==> src/rtl/ej32_pkg.sv <==
// ej32_pkg: shared types for the eJ32 memory arbiter.
//   arb_st_t  : arbiter bus-ownership state (normal core priority / host burst)
//   arb_own_t : owner tag of the access issued in a given cycle
//   sat16_inc : saturating 16-bit increment used by the optional statistics
package ej32_pkg;

   typedef enum logic {
      S_CPU = 1'b0,
      S_BST = 1'b1
   } arb_st_t;

   typedef enum logic {
      OWN_CPU = 1'b0,
      OWN_HST = 1'b1
   } arb_own_t;

   // Width of the wait/burst counters; both limits are capped at 255.
   localparam int ARB_CNT_W = 8;

   function automatic logic [15:0] sat16_inc(input logic [15:0] v);
      return (v == 16'hFFFF) ? v : v + 16'd1;
   endfunction

endpackage

==> src/rtl/ej32_arb_cnt.sv <==
// ej32_arb_cnt: saturating event counter with synchronous clear and a
// "reached limit" compare. Used for the host wait counter and the burst
// beat counter of ej32_mem_arb.
//   clk, rst : clock, asynchronous active-high reset
//   clr      : clear to 0 (wins over inc)
//   inc      : increment, holds at LIMIT
//   at_lim   : count equals LIMIT
module ej32_arb_cnt
   import ej32_pkg::*;
#(
   parameter int LIMIT = 8
) (
   input  logic clk,
   input  logic rst,
   input  logic clr,
   input  logic inc,
   output logic at_lim
);

   localparam logic [ARB_CNT_W-1:0] LIM = ARB_CNT_W'(LIMIT);

   logic [ARB_CNT_W-1:0] cnt;

   assign at_lim = (cnt == LIM);

   // NOTE: state is updated with non-blocking assignments so every register
   // samples pre-edge values regardless of process evaluation order.
   always_ff @(posedge clk or posedge rst) begin
      if (rst) begin
         cnt <= '0;
      end else if (clr) begin
         cnt <= '0;
      end else if (inc && !at_lim) begin
         cnt <= cnt + 1'b1;
      end
   end

endmodule

==> src/rtl/ej32_mem_arb.sv <==
// ej32_mem_arb: shares the single-port byte memory between the eJ32 core and
// a host port. The core has priority; a host refused MAX_WAIT times in a row
// gets a forced one-cycle slot, and a host grant with hst_lock=1 opens a
// locked burst of up to BURST beats during which the core is stalled.
// Read data returns one cycle after the grant and is steered by a 1-bit
// owner tag.
//   core : cpu_req/cpu_we/cpu_a/cpu_wd in; cpu_stall/cpu_rvalid/cpu_rd out
//   host : hst_req/hst_we/hst_lock/hst_a/hst_wd in; hst_gnt/hst_ack/hst_rd out
//   mem  : mem_cs/mem_we/mem_a/mem_wd out (combinational); mem_rd in
// Optional: define EJ32_ARB_STATS_EN to add the st_cpu/st_hst/st_stl
// saturating grant/stall counters as output ports.
module ej32_mem_arb
   import ej32_pkg::*;
#(
   parameter int ASZ      = 17,
   parameter int MAX_WAIT = 8,
   parameter int BURST    = 16
) (
   input  logic           clk,
   input  logic           rst,
   input  logic           cpu_req,
   input  logic           cpu_we,
   input  logic [ASZ-1:0] cpu_a,
   input  logic [7:0]     cpu_wd,
   output logic           cpu_stall,
   output logic           cpu_rvalid,
   output logic [7:0]     cpu_rd,
   input  logic           hst_req,
   input  logic           hst_we,
   input  logic           hst_lock,
   input  logic [ASZ-1:0] hst_a,
   input  logic [7:0]     hst_wd,
   output logic           hst_gnt,
   output logic           hst_ack,
   output logic [7:0]     hst_rd,
   output logic           mem_cs,
   output logic           mem_we,
   output logic [ASZ-1:0] mem_a,
   output logic [7:0]     mem_wd,
   input  logic [7:0]     mem_rd
`ifdef EJ32_ARB_STATS_EN
   ,
   output logic [15:0]    st_cpu,
   output logic [15:0]    st_hst,
   output logic [15:0]    st_stl
`endif
);

   arb_st_t  st_q, st_d;
   arb_own_t own_q;
   logic     iss_q;      // an access needing a return was issued last cycle
   logic     cpu_gnt;
   logic     w_lim;      // host has been refused MAX_WAIT cycles in a row
   logic     b_lim;      // current burst is at its last allowed beat

   // Host wait counter: counts refused cycles of a pending host request.
   ej32_arb_cnt #(.LIMIT(MAX_WAIT)) u_wcnt (
      .clk    (clk),
      .rst    (rst),
      .clr    (!hst_req || hst_gnt),
      .inc    (hst_req && !hst_gnt),
      .at_lim (w_lim)
   );

   // Burst beat counter: the entry grant takes it from 0 to 1; it is cleared
   // whenever the bus is handed back to the core.
   ej32_arb_cnt #(.LIMIT(BURST - 1)) u_bcnt (
      .clk    (clk),
      .rst    (rst),
      .clr    (st_d == S_CPU),
      .inc    (hst_gnt),
      .at_lim (b_lim)
   );

   // Grant decision and next state. Everything is held idle while rst is
   // high so no access is issued during reset.
   always_comb begin
      // NOTE: every output of this block gets a default first so no path
      // leaves a variable unassigned and infers a latch.
      st_d      = st_q;
      hst_gnt   = 1'b0;
      cpu_gnt   = 1'b0;
      cpu_stall = 1'b0;
      if (!rst) begin
         unique case (st_q)
            S_CPU: begin
               hst_gnt   = hst_req && (!cpu_req || w_lim);
               cpu_gnt   = cpu_req && !hst_gnt;
               cpu_stall = cpu_req && hst_gnt;
               if (hst_gnt && hst_lock && (BURST > 1)) begin
                  st_d = S_BST;
               end
            end
            S_BST: begin
               hst_gnt   = hst_req;
               cpu_stall = cpu_req;
               if (!hst_lock || !hst_req || b_lim) begin
                  st_d = S_CPU;
               end
            end
            default: st_d = S_CPU;
         endcase
      end
   end

   // Memory bus follows whichever requester was granted this cycle.
   assign mem_cs = cpu_gnt || hst_gnt;
   assign mem_we = hst_gnt ? hst_we : (cpu_gnt && cpu_we);
   assign mem_a  = hst_gnt ? hst_a  : cpu_a;
   assign mem_wd = hst_gnt ? hst_wd : cpu_wd;

   // Return tagging: core writes need no return, every host access is acked.
   always_ff @(posedge clk or posedge rst) begin
      if (rst) begin
         st_q  <= S_CPU;
         own_q <= OWN_CPU;
         iss_q <= 1'b0;
      end else begin
         st_q  <= st_d;
         own_q <= hst_gnt ? OWN_HST : OWN_CPU;
         iss_q <= hst_gnt || (cpu_gnt && !cpu_we);
      end
   end

   assign cpu_rvalid = iss_q && (own_q == OWN_CPU);
   assign hst_ack    = iss_q && (own_q == OWN_HST);
   assign cpu_rd     = cpu_rvalid ? mem_rd : 8'h00;
   assign hst_rd     = hst_ack    ? mem_rd : 8'h00;

`ifdef EJ32_ARB_STATS_EN
   always_ff @(posedge clk or posedge rst) begin
      if (rst) begin
         st_cpu <= '0;
         st_hst <= '0;
         st_stl <= '0;
      end else begin
         if (cpu_gnt)   st_cpu <= sat16_inc(st_cpu);
         if (hst_gnt)   st_hst <= sat16_inc(st_hst);
         if (cpu_stall) st_stl <= sat16_inc(st_stl);
      end
   end
`endif

endmodule
==> config.mk <==
export PLATFORM = sky130hd
export DESIGN_NAME = ej32_mem_arb
export DESIGN_NICKNAME = d
export VERILOG_FILES = /design/src/rtl/ej32_pkg.sv /design/src/rtl/ej32_arb_cnt.sv /design/src/rtl/ej32_mem_arb.sv
export SDC_FILE = /design/constraint.sdc
export NUM_CORES = 1
export LEC_CHECK = 0
export CAP_MARGIN = 10
export CORE_MARGIN = 2
export CORE_UTILIZATION = 35
export CTS_BUF_LIST = sky130_fd_sc_hd__clkbuf_4
export CTS_CLUSTER_DIAMETER = 150
export DETAILED_ROUTE_END_ITERATION = 10
export GPL_TIMING_DRIVEN = 0
export PLACE_DENSITY = 0.88
export SLEW_MARGIN = 30
export SYNTH_ARGS = -nofsm -noshare
export SYNTH_HDL_FRONTEND = slang
export SYNTH_SLANG_ARGS = --single-unit
==> constraint.sdc <==
create_clock -name clk -period 6.5 [get_ports clk]
set_clock_uncertainty 0.15 [all_clocks]
set_input_delay 1.3 -clock clk [delete_from_list [all_inputs] [get_ports clk]]
set_output_delay 1.3 -clock clk [all_outputs]
set_load 0.02 [all_outputs]
# Yosys cells after proc, flatten, opt, wreduce, memory -nomap -nowiden
# Index checks and enable logic that the tools add are counted.
word_totals:
  out_inout_bits: 47
  in_bits: 65
  ram_bits: 0
  romBits: 0
  memories: 0
  latch_bits: 0
  elab_cells: 58
  reg_bits: 19
classes:
  shifts: 0
  multipliers: 0
  magnitude_cmp: 0
  n_bitwise: 2
  n_mux: 20
  n_reduce_logical: 26
  div: 0
  n_addsub: 2
  n_eq_ne: 3
ops:
  columns: ["cell", "n"]
  rows:
  - ["8-bit 2-to-1 mux", 7]
  - ["17-bit 2-to-1 mux", 1]
  - ["8-bit by 1-bit adder with 8-bit output, second input constant", 2]
  - ["8-bit by 4-bit == test with 1-bit output, second input constant", 2]
  - ["1-bit logical AND", 11]
  - ["1-bit 2-to-1 mux", 9]
  - ["1-bit zero test", 8]
  - ["1-bit logical OR", 6]
  - ["1-bit case mux with 2 select lines", 3]
  - ["2-bit by 1-bit != test with 1-bit output, second input constant", 1]
  - ["1-bit NOT", 2]
  - ["2-bit nonzero test", 1]

# Longest topological paths before layout
# Gate-level depths: netlist of the first run.
depth:
  word_depth: 10
  ltp_mapped: 8
  depth_no_buf: 6

# By module
# A second synthesis of the first run with hierarchy kept.
hier_totals:
  hier_cells: 169
  hier_area_um2: 1586.5
modules_own_cells:
  columns: ["mod", "area_per_inst_um2", "cells_each", "instances"]
  rows:
  - ["ej32_mem_arb", 668.1, 73, 1]
  - ["ej32_arb_cnt at u_bcnt", 464.2, 49, 1]
  - ["ej32_arb_cnt at u_wcnt", 454.2, 47, 1]

# Worst setup path before layout of the first run
# Ideal clock, no wire load.
synth_path:
  path_type: "in2out"
  from: "input port rst"
  to: "output port mem_a[15]"
  path_stages: 5
  setup_slack_ps: 2119
  t_arrival_ps: 2931
  t_required_ps: 5050
  path_buffers: 1
  path_cell_list: "inv_1 > nand2_1 > nor2_2 > buf_4 > mux2_2"
synth_between:
  elab_chain_cells: 2
synth_rtl:
  columns: ["item", "line", "rtl"]
  rows:
  - ["from (decl)", "ej32_mem_arb.sv:20", "input logic rst,"]
  - ["1-bit 2-to-1 mux", "ej32_mem_arb.sv:84", "if (!rst) begin"]
  - ["via hst_gnt", "ej32_mem_arb.sv:33", "output logic hst_gnt,"]
  - ["17-bit 2-to-1 mux", "ej32_mem_arb.sv:109", "assign mem_a = hst_gnt ? hst_a : cpu_a;"]
  - ["to (decl)", "ej32_mem_arb.sv:38", "output logic [ASZ-1:0] mem_a,"]
# The timed path passes the listed nets, and every way through them passes these cells.

# Worst setup path after layout of the first run
layout_path:
  from: "input port rst"
  to: "output port mem_wd[4]"
layout_between:
  elab_chain_cells: 2
layout_rtl:
  columns: ["item", "line", "rtl"]
  rows:
  - ["1-bit 2-to-1 mux", "ej32_mem_arb.sv:84", null]
  - ["8-bit 2-to-1 mux", "ej32_mem_arb.sv:110", "assign mem_wd = hst_gnt ? hst_wd : cpu_wd;"]
  - ["to (decl)", "ej32_mem_arb.sv:39", "output logic [7:0] mem_wd,"]
# Every way passes these cells.

==> flow_metrics.env, run 1 <==
export IMPL_vdd_ir_drop_worst_uv=60.8
export IMPL_grt_setup_unrepaired="no"
export IMPL_grt_antenna_before_repair=0
export IMPL_r2r_end="u_bcnt.cnt[7]"
export IMPL_hold_viol_final=0
export IMPL_worst_slew_pin_slew_ps=730
export IMPL_period_minus_slack_ps=5700
export IMPL_yosys_top_cells_area="dfrtp_1, mux2_2, and3_1, and2_1, a21oi_1"
export IMPL_synth_edf_count=0
export IMPL_synth_top_area_share_pct=32.1
export IMPL_finalSetupTns_ps=0
export IMPL_synth_top_area_cell="dfrtp_1"
export IMPL_synthSimpleGateAreaFrac_pct=25.9
export IMPL_post_cts_resized=0
export IMPL_synth_distinct_cells=38
export IMPL_nets=340
export IMPL_nFillCells=331
export IMPL_core_area_sq_um=4030
export IMPL_drt_iter0_drc=30
export IMPL_drt_wl_total_mm=4.43
export IMPL_avgSynthCellArea_sq_um=9.48
export IMPL_routed_wl_met2_mm=2.16
export IMPL_grt_max_degree=21
export IMPL_die_w_um=69.0
export IMPL_syn_inst=156
export IMPL_post_dp_hpwl_mm=3.75
export IMPL_synth_xor_area_share_pct=3.55
export IMPL_reg2reg_slack_ps=4290
export IMPL_dieArea_sq_um=4760
export IMPL_num_rows=23
export IMPL_r2r_start="u_wcnt.cnt[0]"
export IMPL_synth_top_family_by_area="simple AND/OR/NAND/NOR gates"
export IMPL_cts_tree="built"
export IMPL_critPathArrivalTime_ps=4250
export IMPL_htreeDepth=1
export IMPL_dr_pass1_iters=4
export IMPL_drive_gt1_share_pct=14.4
export IMPL_synth_most_common_cell="mux2_2"
export IMPL_maxUsedRoutingLayer="met4"
export IMPL_slew_viol_final=0
export IMPL_vias=1638
export IMPL_worstHoldEndpoint="u_bcnt.cnt[7]"
export IMPL_areaGrowthSynthToFinish_pct=81.4
export IMPL_synth_ff_latch_count=19
export IMPL_p_leak_uw=0.00109
export IMPL_portBuffers=111
export IMPL_status="completed"
export IMPL_drtAntennaViolNets=0
export IMPL_cts_root_buffer="clkbuf_4"
export IMPL_placedCellCount=317
export IMPL_fin_cells=321
export IMPL_ys_seq_area_share_pct=32.1
export IMPL_grt_first_pass_wirelength_mm=7.40
export IMPL_cts_buffers_inserted=3
export IMPL_drv_cap=0
export IMPL_setup_violations=0
export IMPL_async_reset_ff_share_pct=100
export IMPL_wire_per_inst_um=13.8
export IMPL_die_h_um=69.0
export IMPL_hp_start="u_bcnt.cnt[7]"
export IMPL_cts_num_sinks=19
export IMPL_cts_hold_buffers_added=0
export IMPL_drt_met1_wl_mm=1.72
export IMPL_min_path_cells=2
export IMPL_grt_use_total_pct=18.7
export IMPL_max_freq_mhz=175
export IMPL_fin_util_pct=66.6
export IMPL_hold_path_class="flop to flop"
export IMPL_io_pin_count=112
export IMPL_ys_flop_type="dfrtp_1"
export IMPL_antennaDiodeCount=0
export IMPL_clockBufferDepth=2
export IMPL_synth_compound_area_share_pct=11.9
export IMPL_required_ps=5050
export IMPL_pwr_density_cell_nw_per_um2=126
export IMPL_vias_per_cell=5.10
export IMPL_fin_crit_sh_pct=87.7
export IMPL_ys_warn_count=0
export IMPL_worst_setup_path_end_kind="output pin"
export IMPL_initial_core_util_pct=36.7
export IMPL_drcViolationCount=0
export IMPL_synth_mux_area_share_pct=19.8
export IMPL_synth_adder_area_share_pct=2.54
export IMPL_crit_fanout=20
export IMPL_first_global_vias=1623
export IMPL_max_slew_margin_rel_pct=51.3
export IMPL_r2r_cells=8
export IMPL_synthesis_area_sq_um=1480
export IMPL_wl_met3_um=438
export IMPL_insertion_delay_ps=300
export IMPL_crit_path_start_kind="input port"
export IMPL_path_clk_slew_ps=110
export IMPL_crit_type="input port to output pin"
export IMPL_post_cts_buffers=0
export IMPL_synth_nets=224
export IMPL_yosys_top_cells_count="mux2_2, dfrtp_1, and3_1"
export IMPL_overflow=0
export IMPL_place_gp_congestion=0.810
==> cell usage in the layout (no fill, tap or decap), drive strengths merged, types with 2 or more instances in the layout <==
cell / n
nor3b: 2
mux2: 26
clkdlybuf4s50: 111
a21oi: 10
nand2b: 2
nand3: 9
ha: 3
clkbuf: 6
dfrtp: 19
inv: 5
or3: 4
xor2: 5
nand2: 4
o31ai: 3
nor2: 8
nor2b: 3
o21ai: 9
buf: 4
nand4: 2
and2: 9
or4: 4
and3: 12
==> worst max-delay path by stage <==
stage / to / startpoint / slack, ps
final: mem_wd[4] / rst / 800
after global routing: mem_wd[5] / rst / 460
after CTS: mem_wd[2] / rst / 730
after detailed placement: mem_wd[0] / rst / 730
after global placement: mem_wd[0] / rst / 750
after floorplan: mem_a[15] / rst / 2120
==> kinds of logic after synthesis <==
kind of cell	Yosys count
compound gates	29
xor+xnor	6
fa+ha+maj	3
buf+inv	11
flops	19
mux	26
simple gates	62
==> registers in the layout (all words and copies together), names as in the netlist <==
name and count:
iss_q 1, own_q 1, st_q 1, u_bcnt.cnt 8, u_wcnt.cnt 8
==> final cells by class <==
cell class / instances / area, sq um / share of cell area, %
multi-input cells: 126 / 942 / 35.1
plain buffers: 6 / 42.5 / 1.59
repair buffers: 111 / 1110 / 41.4
flip-flops and latches: 19 / 475 / 17.7
well taps: 50 / 62.6 / 2.33
clock buffers: 4 / 30.0 / 1.12
inverters: 5 / 18.8 / 0.700
==> worst max-delay path: stages <==
cell	delay [ps]
clkdlybuf4s50_1	510
inv_1	590
nand2_1	270
nor2_2	400
buf_4	280
mux2_2	350
clkdlybuf4s50_1	540
==> report_power, final <==
part / internal (uW) / leakage, uW / switching (uW)
clock: 28.1 / 0.0000184 / 36.7
sequential: 121 / 0.000261 / 4.52
combinational: 86.8 / 0.000808 / 61.5
total: 236 / 0.00109 / 103
==> per-stage QoR <==
stage	setup WS (ps)	total power [uW]	area [sq um]	hold WS [ps]
6_report	798	339	2680	432
5_1_grt	459	355	2680	459
4_1_cts	725	340	2680	438
3_5_place_dp	726	277	2650	411
3_3_place_gp	753	276	2650	384
2_1_floorplan	2120	194	1480	362
==> layer usage <==
metal,GRT usage (%),up-vias
met3,6.14,9
met2,33.0,88
met4,6.97,0
li1,-,803
met1,20.7,738
met5,0,-
(Power assumes the default switching activity.)
==> inputs of run 2 (changes only) <==
- CTS_CLUSTER_SIZE: not set -> 25
- SETUP_SLACK_MARGIN: not set -> 0.15
==> results of run 2 <==
Final layout, timing and power as in run 1 (identical DEF).
==> inputs of run 3 (changes only) <==
- RECOVER_POWER: not set -> 25
==> flow_metrics.env, run 3 (synthesis results as in run 1) <==
export IMPL_dieArea_sq_um=4760
export IMPL_post_cts_buffers=0
export IMPL_htreeDepth=1
export IMPL_clockBufferDepth=2
export IMPL_drt_iter0_drc=31
export IMPL_post_dp_hpwl_mm=3.75
export IMPL_nets=340
export IMPL_grt_first_pass_wirelength_mm=7.40
export IMPL_portBuffers=111
export IMPL_pwr_share_clk_pct=19.2
export IMPL_core_area_sq_um=4030
export IMPL_pwr_density_cell_nw_per_um2=126
export IMPL_initial_core_util_pct=36.7
export IMPL_seqPwrFrac_pct=37.1
export IMPL_switching_power_uw=103
export IMPL_num_rows=23
export IMPL_cts_root_buffer="clkbuf_4"
export IMPL_period_minus_slack_ps=5800
export IMPL_crit_fanout=20
export IMPL_post_cts_resized=0
export IMPL_die_h_um=69.0
export IMPL_slowest_delay_ps=620
export IMPL_crit_path_start_kind="input port"
export IMPL_final_common_cell="clkdlybuf4s50_1"
export IMPL_place_gp_congestion=0.810
export IMPL_drive_gt1_share_pct=14.0
export IMPL_fin_util_pct=66.6
export IMPL_setup_violations=0
export IMPL_first_global_vias=1623
export IMPL_status="completed"
export IMPL_fin_crit_sh_pct=89.2
export IMPL_overflow=0
export IMPL_path_clk_slew_ps=110
export IMPL_cts_buffers_inserted=3
export IMPL_cts_num_sinks=19
export IMPL_nFillCells=332
export IMPL_slew_viol_final=0
export IMPL_grt_setup_unrepaired="no"
export IMPL_cts_hold_buffers_added=0
export IMPL_netSwitchingFraction_pct=30.4
export IMPL_areaGrowthSynthToFinish_pct=81.3
export IMPL_critPathSlowestCell="dlygate4sd3_1"
export IMPL_drtAntennaViolNets=0
export IMPL_power_share_combinational_pct=43.7
export IMPL_dr_pass1_iters=4
export IMPL_insertion_delay_ps=300
export IMPL_drcViolationCount=0
export IMPL_required_ps=5050
export IMPL_io_pin_count=112
export IMPL_critPathArrivalTime_ps=4350
export IMPL_vias=1642
export IMPL_finalSetupTns_ps=0
export IMPL_grt_use_total_pct=18.7
export IMPL_drv_cap=0
export IMPL_hold_viol_final=0
export IMPL_p_int_uw=236
export IMPL_grt_antenna_before_repair=0
export IMPL_crit_type="input port to output pin"
export IMPL_cpLargestDelayFamily="buffers and inverters"
export IMPL_wire_per_inst_um=13.8
export IMPL_die_w_um=69.0
export IMPL_vias_per_cell=5.12
export IMPL_hold_path_class="flop to flop"
export IMPL_cts_tree="built"
export IMPL_antennaDiodeCount=0
export IMPL_path_cells="dlygate4sd3_1 > inv_1 > nand2_1 > nor2_2 > buf_4 > mux2_2 > clkdlybuf4s50_1"
export IMPL_drt_wl_total_mm=4.42
export IMPL_max_freq_mhz=173
export IMPL_critPathBufInv=4
export IMPL_vdd_ir_drop_worst_uv=60.7
export IMPL_max_slew_margin_rel_pct=39.8
export IMPL_worst_slew_pin_slew_ps=894
export IMPL_reg2reg_slack_ps=4100
export IMPL_grt_max_degree=21
export IMPL_worst_setup_path_end_kind="output pin"
export IMPL_p_leak_uw=0.00109
export IMPL_reg_top3="u_bcnt.cnt (8), u_wcnt.cnt (8)"
export IMPL_final_cell_mix="clkdlybuf4s50_1, mux2_2, dfrtp_1"
[run 3: cell types whose count changed in the layout (fill, tap and decap cells not counted)]
cell,delta
clkbuf_1,+1
o21ai_1,-1
dlygate4sd3_1,+1
buf_2,-1
o21ai_0,+1
clkdlybuf4s50_1,-1
[run 3: power groups by stage]
stage	clock (uW)	combinational [uW]	sequential, uW
2_1_floorplan	0	67.6	127
3_3_place_gp	0	148	128
3_5_place_dp	0	149	128
4_1_cts	64.9	150	126
5_1_grt	71.1	157	126
6_report	65.2	148	126
[run 3: worst register-to-register path: stages (launching register included)]
cell and delay, ps:
dfrtp_1 460, inv_1 90, ha_1 150, nor4b_4 320, a21oi_2 120, buf_6 160, o21ai_0 700, nor2_1 110
[run 3: final timing paths]
kind / from / to / depth (start not counted)
min reg2reg: u_bcnt.cnt[7] / u_bcnt.cnt[7] / 2
min: u_bcnt.cnt[7] / u_bcnt.cnt[7] / 2
min in group asynchronous: rst / u_wcnt.cnt[3] / 2
max reg2reg: u_wcnt.cnt[0] / u_wcnt.cnt[4] / 7
max: rst / mem_wd[4] / 7
max in group asynchronous: rst / own_q / 2
[run 3: layer usage]
| metal | GRT usage, % | share of wire [%] | up-vias |
|---|---|---|---|
| met5 | 0 | 0 | - |
| met4 | 6.97 | 2.5 | 0 |
| met3 | 6.14 | 9.9 | 9 |
| met2 | 33.0 | 49 | 91 |
| met1 | 20.7 | 39 | 741 |
| li1 | - | - | 801 |
[run 3: cell type report]
cell class                      count  area [sq um]  area share (%)
Clock buffer                        4          30.0            1.12
Buffer                              6          41.3            1.54
Inverter                            5          18.8           0.700
Multi-Input combinational cell    126           942            35.1
Sequential cell                    19           475            17.7
Tap cell                           50          62.6            2.33
Timing Repair Buffer              111          1110            41.4
[run 3: per-stage QoR]
stage	instances	power, uW	hold slack, ps	instance area [sq um]	setup WS [ps]
finish	321	339	432	2680	704
detailed placement	317	277	411	2650	726
floorplan	156	194	362	1480	2120
global route	321	355	459	2680	367
global placement	317	276	384	2650	753
CTS	321	340	438	2680	725
